--- src/rtl/sound_pkg.sv ---
// Shared constants for the sound channel controllers: register offsets,
// read-back OR masks and frame-sequencer step constants.
package sound_pkg;

  localparam logic [1:0] NR41_OFS = 2'd0;
  localparam logic [1:0] NR42_OFS = 2'd1;
  localparam logic [1:0] NR43_OFS = 2'd2;
  localparam logic [1:0] NR44_OFS = 2'd3;

  localparam logic [7:0] NR41_RD_OR = 8'hFF;
  localparam logic [7:0] NR44_RD_OR = 8'hBF;

  localparam logic [7:0] LEN_STEPS = 8'b01010101;
  localparam logic [2:0] ENV_STEP  = 3'd7;

  typedef enum logic [2:0] {
    SEL_NONE,
    SEL_NR41,
    SEL_NR42,
    SEL_NR43,
    SEL_NR44
  } reg_sel_e;

  // ofs is the bus address minus the channel base address
  function automatic reg_sel_e decode_sel(input logic [15:0] ofs);
    reg_sel_e sel;
    sel = SEL_NONE;
    if (ofs[15:2] == 14'd0) begin
      case (ofs[1:0])
        NR41_OFS: sel = SEL_NR41;
        NR42_OFS: sel = SEL_NR42;
        NR43_OFS: sel = SEL_NR43;
        NR44_OFS: sel = SEL_NR44;
        default:  sel = SEL_NONE;
      endcase
    end
    return sel;
  endfunction

endpackage

--- src/rtl/sound_frame_seq.sv ---
// Frame sequencer: 3-bit step counter advanced by the 512 Hz tick, producing
// registered one-clock length (256 Hz) and envelope (64 Hz) strobes.
module sound_frame_seq
  import sound_pkg::*;
(
  input  logic clk,
  input  logic rst,
  input  logic en,
  input  logic tick_512,
  output logic clk_length_ctr,
  output logic clk_vol_env
);

  logic [2:0] step_q, step_d;
  logic       len_q, len_d;
  logic       env_q, env_d;

  // Strobes are decoded from the step being left, so the first tick after
  // power-on (leaving step 0) yields a length strobe.
  always_comb begin
    step_d = step_q;
    len_d  = 1'b0;
    env_d  = 1'b0;
    if (!en) begin
      step_d = 3'd0;
    end else if (tick_512) begin
      step_d = step_q + 3'd1;
      len_d  = LEN_STEPS[step_q];
      env_d  = (step_q == ENV_STEP);
    end
  end

  always_ff @(posedge clk) begin
    if (!rst) begin
      step_q <= 3'd0;
      len_q  <= 1'b0;
      env_q  <= 1'b0;
    end else begin
      step_q <= step_d;
      len_q  <= len_d;
      env_q  <= env_d;
    end
  end

  assign clk_length_ctr = len_q;
  assign clk_vol_env    = env_q;

endmodule

--- src/rtl/sound_noise_ctrl.sv ---
// Noise channel controller: NR41..NR44 register file, trigger hold and frame
// sequencer. Define SOUND_NOISE_READBACK_EN to build the register read mux.
module sound_noise_ctrl
  import sound_pkg::*;
#(
  parameter int unsigned START_HOLD = 4,
  parameter logic [15:0] BASE_ADDR  = 16'hFF20
) (
  input  logic        clk,
  input  logic        rst,
  input  logic [15:0] a,
  input  logic [7:0]  din,
  input  logic        wr,
  input  logic        rd,
  output logic [7:0]  dout,
  input  logic        sound_en,
  input  logic        tick_512,
  output logic [5:0]  length,
  output logic [3:0]  initial_volume,
  output logic        envelope_increasing,
  output logic [2:0]  num_envelope_sweeps,
  output logic [3:0]  shift_clock_freq,
  output logic        counter_width,
  output logic [2:0]  freq_dividing_ratio,
  output logic        single,
  output logic        start,
  output logic        clk_length_ctr,
  output logic        clk_vol_env,
  output logic        dac_on
);

  localparam logic [3:0] HOLD_INIT = 4'(START_HOLD);

  logic [15:0] ofs;
  reg_sel_e    sel;
  logic        wr_en;
  logic        trig;

  logic [5:0] nr41_q, nr41_d;
  logic [7:0] nr42_q, nr42_d;
  logic [7:0] nr43_q, nr43_d;
  logic       single_q, single_d;
  logic [3:0] hold_q, hold_d;

  assign ofs   = a - BASE_ADDR;
  assign sel   = decode_sel(ofs);
  assign wr_en = wr && sound_en;

  // The trigger checks the DAC enable as it will be after this write.
  always_comb begin
    nr41_d   = nr41_q;
    nr42_d   = nr42_q;
    nr43_d   = nr43_q;
    single_d = single_q;
    if (wr_en) begin
      case (sel)
        SEL_NR41: nr41_d   = din[5:0];
        SEL_NR42: nr42_d   = din;
        SEL_NR43: nr43_d   = din;
        SEL_NR44: single_d = din[6];
        default:  ;
      endcase
    end
    trig = wr_en && (sel == SEL_NR44) && din[7] && (nr42_d[7:3] != 5'd0);
    if (trig) begin
      hold_d = HOLD_INIT;
    end else if (hold_q != 4'd0) begin
      hold_d = hold_q - 4'd1;
    end else begin
      hold_d = 4'd0;
    end
    if (!sound_en) begin
      nr41_d   = 6'd0;
      nr42_d   = 8'd0;
      nr43_d   = 8'd0;
      single_d = 1'b0;
      hold_d   = 4'd0;
    end
  end

  always_ff @(posedge clk) begin
    if (!rst) begin
      nr41_q   <= 6'd0;
      nr42_q   <= 8'd0;
      nr43_q   <= 8'd0;
      single_q <= 1'b0;
      hold_q   <= 4'd0;
    end else begin
      nr41_q   <= nr41_d;
      nr42_q   <= nr42_d;
      nr43_q   <= nr43_d;
      single_q <= single_d;
      hold_q   <= hold_d;
    end
  end

`ifdef SOUND_NOISE_READBACK_EN
  logic [7:0] dout_q, dout_d;

  // Reads use the registered values, so a same-cycle write is not visible.
  always_comb begin
    dout_d = dout_q;
    if (rd) begin
      case (sel)
        SEL_NR41: dout_d = NR41_RD_OR;
        SEL_NR42: dout_d = nr42_q;
        SEL_NR43: dout_d = nr43_q;
        SEL_NR44: dout_d = {1'b0, single_q, 6'd0} | NR44_RD_OR;
        default:  dout_d = 8'hFF;
      endcase
    end
  end

  always_ff @(posedge clk) begin
    if (!rst) begin
      dout_q <= 8'hFF;
    end else begin
      dout_q <= dout_d;
    end
  end

  assign dout = dout_q;
`else
  logic unused_rd;
  assign unused_rd = rd;
  assign dout      = 8'hFF;
`endif

  sound_frame_seq u_frame_seq (
    .clk            (clk),
    .rst            (rst),
    .en             (sound_en),
    .tick_512       (tick_512),
    .clk_length_ctr (clk_length_ctr),
    .clk_vol_env    (clk_vol_env)
  );

  assign length              = nr41_q;
  assign initial_volume      = nr42_q[7:4];
  assign envelope_increasing = nr42_q[3];
  assign num_envelope_sweeps = nr42_q[2:0];
  assign shift_clock_freq    = nr43_q[7:4];
  assign counter_width       = nr43_q[3];
  assign freq_dividing_ratio = nr43_q[2:0];
  assign single              = single_q;
  assign start               = (hold_q != 4'd0);
  assign dac_on              = (nr42_q[7:3] != 5'd0);

endmodule

--- config.mk ---
export PLATFORM = sky130hd
export DESIGN_NAME = sound_noise_ctrl
export DESIGN_NICKNAME = d
export VERILOG_FILES = /design/src/rtl/sound_pkg.sv /design/src/rtl/sound_frame_seq.sv /design/src/rtl/sound_noise_ctrl.sv
export SDC_FILE = /design/constraint.sdc
export NUM_CORES = 1
export LEC_CHECK = 0
export ABC_CLOCK_PERIOD_IN_PS = 1920
export BUFFER_PORTS_ARGS = -buffer_cell sky130_fd_sc_hd__buf_2
export CAP_MARGIN = 20
export CELL_PAD_IN_SITES_DETAIL_PLACEMENT = 1
export CELL_PAD_IN_SITES_GLOBAL_PLACEMENT = 1
export CORE_ASPECT_RATIO = 0.9
export CORE_MARGIN = 5
export CORE_UTILIZATION = 35
export CTS_CLUSTER_DIAMETER = 80
export DETAILED_ROUTE_END_ITERATION = 7
export GPL_ROUTABILITY_DRIVEN = 0
export PLACE_DENSITY = 0.9
export SETUP_SLACK_MARGIN = 0.3
export SYNTH_ARGS = -nofsm -noshare
export SYNTH_HDL_FRONTEND = slang
export SYNTH_SLANG_ARGS = --single-unit
--- constraint.sdc ---
create_clock -name clk -period 1.92 [get_ports clk]
set_clock_uncertainty 0.1 [all_clocks]
set_input_delay 0.096 -clock clk [delete_from_list [all_inputs] [get_ports clk]]
set_output_delay 0.096 -clock clk [all_outputs]
set_load 0.1 [all_outputs]
==> impl_metrics.csv <==
group,metric,value,unit
floorplanning,die_h,75.7,um
setup_path,cp-start-kind,"flop",
floorplanning,fp.dieW,83.0,um
power_and_ir_drop,power_density,690,mW/mm^2
sta,fmaxAchievable,561,MHz
clocking,cts_root_buffer,"clkbuf_8",
layout,fin_util,0.495,
run_status,outcome,"finished, final reports clean",
sta,max_slew_margin,0.591,
layout,drive_gt1_frac,0.372,
logic_synthesis,synthesis.area,0.00168,mm^2
sta,tightest_slew,0.612,ns
logic_synthesis,synth.distinct_cells,42,
setup_path,crit_path_end_kind,"primary output",
detailed_routing,drt_iter0_drc,142,
logic_synthesis,synthTopCellsByArea,"dfxtp_1, nand4_1, a21oi_1, o21ai_1, ha_1",
floorplanning,coreArea,0.00455,mm^2
sta,slew_violations,0,
power_and_ir_drop,finalPower,1.55,mW
power_and_ir_drop,seqPwrFrac,0.427,
placed_design,placed_cell_area,0.00199,mm^2
setup_path,arrival,1.59,ns
logic_synthesis,yosys.area.top_type,"dfxtp_1",
logic_synthesis,yosysTopAreaCellShare,0.382,
clocking,tritoncts,"built",
setup_path,r2r_end,"hold_q[3]",
sta,hold_violations,0,
sta,setup_tns,0,ns
grt,grt_start_max_net_pins,32,
power_and_ir_drop,p_sw,444,uW
job,maxCapViolations,0,
sta,period_share,0.928,
power_and_ir_drop,power_frac_clock,0.425,
clocking,clk_transition_reported_paths,0.07,ns
power_and_ir_drop,vdd_drop_max,0.299,mV
detailed_routing,num_vias,1749,
setup_path,crit_path_max_fanout,2,
detailed_routing,ant_nets,0,
detailed_routing,wl_per_cell,18.5,um
layout,fill_cells,570,
placed_design,io_buffers,55,
sta,holdWs,0.0145,ns
setup_path,cp-startpoint,"nr42_q[3]",
power_and_ir_drop,leakage,0.938,nW
logic_synthesis,synth_cells,187,
placed_design,dp.final_hpwl,3760,um
layout,areaGrowthSynthToFinish,34.1,%
floorplanning,io_pins,65,
clocking,cts_buffers,5,
detailed_routing,vias_per_cell,5.55,
clocking,clkSinkCount,32,
sta,rsz0062_at_grt,"true",
setup_path,required,1.72,ns
setup_path,timing.rr.start,"nr42_q[3]",
floorplanning,dieArea,0.00628,mm^2
clocking,clk_latency,0.29,ns
power_and_ir_drop,p_int,1.11,mW
grt,overflow,0,
detailed_routing,first_pass_iters,4,
sta,setup_viol,0,
floorplanning,start_util,0.369,
clocking,clk_path_buf_depth,2,
power_and_ir_drop,pwr-share-comb,0.148,
logic_synthesis,ys_warn_count,0,
setup_path,reg2reg_slack,0.28,ns
setup_path,reg2regPathDepth,4,
power_and_ir_drop,sw_frac_of_total,0.286,
floorplanning,num_rows,23,
clocking,cts_max_level,2,
layout,diodes,0,
layout,nets,289,
grt,antenna_found_initial,0,
logic_synthesis,synth_area_per_cell,8.98,um^2
sta,period_needed,1.78,ns
layout,design_area,0.00225,mm^2
setup_path,path_class,"flop to primary output",
logic_synthesis,ys_ff_latch,32,
grt,grt_pass1_wl,8500,um
grt,grt_use_total,0.170,
detailed_routing,drc,0,
detailed_routing,wirelength,5840,um
logic_synthesis,yosysSeqAreaShare,0.382,
setup_path,crit_path_end,"dac_on",
grt,grt_pass1_vias,1724,
worst_hold_path,hold_path.class,"input port to flop",
==> synthesized netlist by cell type (all sizes together) <==
cell type  instances
nor2               3
dfxtp             32
nand4             28
and2               3
mux2i              2
conb               1
or2                1
o21ba              1
and3               1
a211o              1
nor4               5
nand2              4
a21oi             24
o21ai             23
nor4b              2
mux2               1
inv                8
and4               2
or4bb              1
nor3b              2
buf               18
nor3               3
clkbuf             3
xor2               1
or4                3
nand4b             1
ha                 7
and3b              1
xnor2              2
nand3              3
==> state kept, by name, summed over array words and instances, names as in the netlist <==
register,cells
length,6
u_frame_seq.clk_length_ctr,1
u_frame_seq.clk_vol_env,1
u_frame_seq.step_q,3
nr43_q,8
nr42_q,8
single,1
hold_q,4
==> per-stage QoR <==
stage,worst slack [ns],std cells
after CTS,0.138,311
after global routing,0.107,315
after floorplan,0.200,194
after detailed placement,0.0643,295
final,0.139,315
after global placement,0.134,295
==> cell usage in the layout (no fill, tap or decap), drive strengths merged, types with 5 or more instances in the layout <==
master        n
a21oi        24
dlygate4sd3   7
ha            7
o21ai        23
dfxtp        32
nor4          5
buf          63
or4           5
inv           8
nand4        28
conb          8
clkbuf        5
==> power by group through the flow <==
stage          registers (mW)  clock network, mW  logic (mW)
2_1_floorplan           0.684                  0       0.148
3_3_place_gp            0.678                  0       0.198
3_5_place_dp            0.678                  0       0.205
4_1_cts                 0.663              0.669       0.217
5_1_grt                 0.663              0.697       0.242
6_report                0.663              0.660       0.230
==> kinds of logic (layout without fill, tap and decap cells) <==
family	after synthesis	count (layout)	synth area share
adder cells (fa/ha/maj)	7	7	0.0522
multiplexers	3	3	0.0186
other	1	8	0.00223
buffers and inverters	29	86	0.0984
AND/OR/NAND/NOR	63	65	0.280
XOR/XNOR	3	3	0.0157
AO/OA/AOI/OAI	49	49	0.151
flip-flops	32	32	0.382
==> critical path, cell delays in order, from the launching register on <==
cell	delay (ns)
dfxtp_4	0.34
or4_4	0.53
or2_4	0.25
buf_12	0.16
==> cell type report <==
type                            count  area, um^2  share of cell area
Sequential cell                    32         654               0.291
Inverter                            8        30.0              0.0133
Clock inverter                      3        42.5              0.0189
Timing Repair Buffer               70         435               0.193
Clock buffer                        5        68.8              0.0306
Tap cell                           62        77.6              0.0345
Multi-Input combinational cell    135         942               0.419
==> how the worst min path moves through the flow <==
stage                              end  cells after the start  startpoint  slack [ns]
3_3_place_gp   u_frame_seq.clk_vol_env                      2         rst        0.28
5_1_grt        u_frame_seq.clk_vol_env                      2    sound_en        0.02
3_5_place_dp                 nr42_q[6]                      3      din[6]        0.29
4_1_cts        u_frame_seq.clk_vol_env                      2    sound_en       0.008
2_1_floorplan    u_frame_seq.step_q[0]                      2    tick_512        0.13
6_report       u_frame_seq.clk_vol_env                      2    sound_en        0.01
==> layer usage <==
| layer | routed length [um] | track usage | part of all wire |
|---|---|---|---|
| met1 | 2530 | 0.201 | 0.43 |
| met2 | 2810 | 0.293 | 0.48 |
| met3 | 374 | 0.0443 | 0.064 |
| met4 | 121 | 0.0853 | 0.021 |
| met5 | 0 | 0 | 0 |
==> what timing repair did <==
action | CTS | global route
pin swaps | 1 | 1
gates cloned | 0 | 2
buffers inserted | 1 | 2
endpoints found under the hold margin | 13 | 0
hold buffers | 7 | 0
endpoints found under the setup margin | 5 | 10
resized for setup | 7 | 3
(Power assumes the default switching activity.)
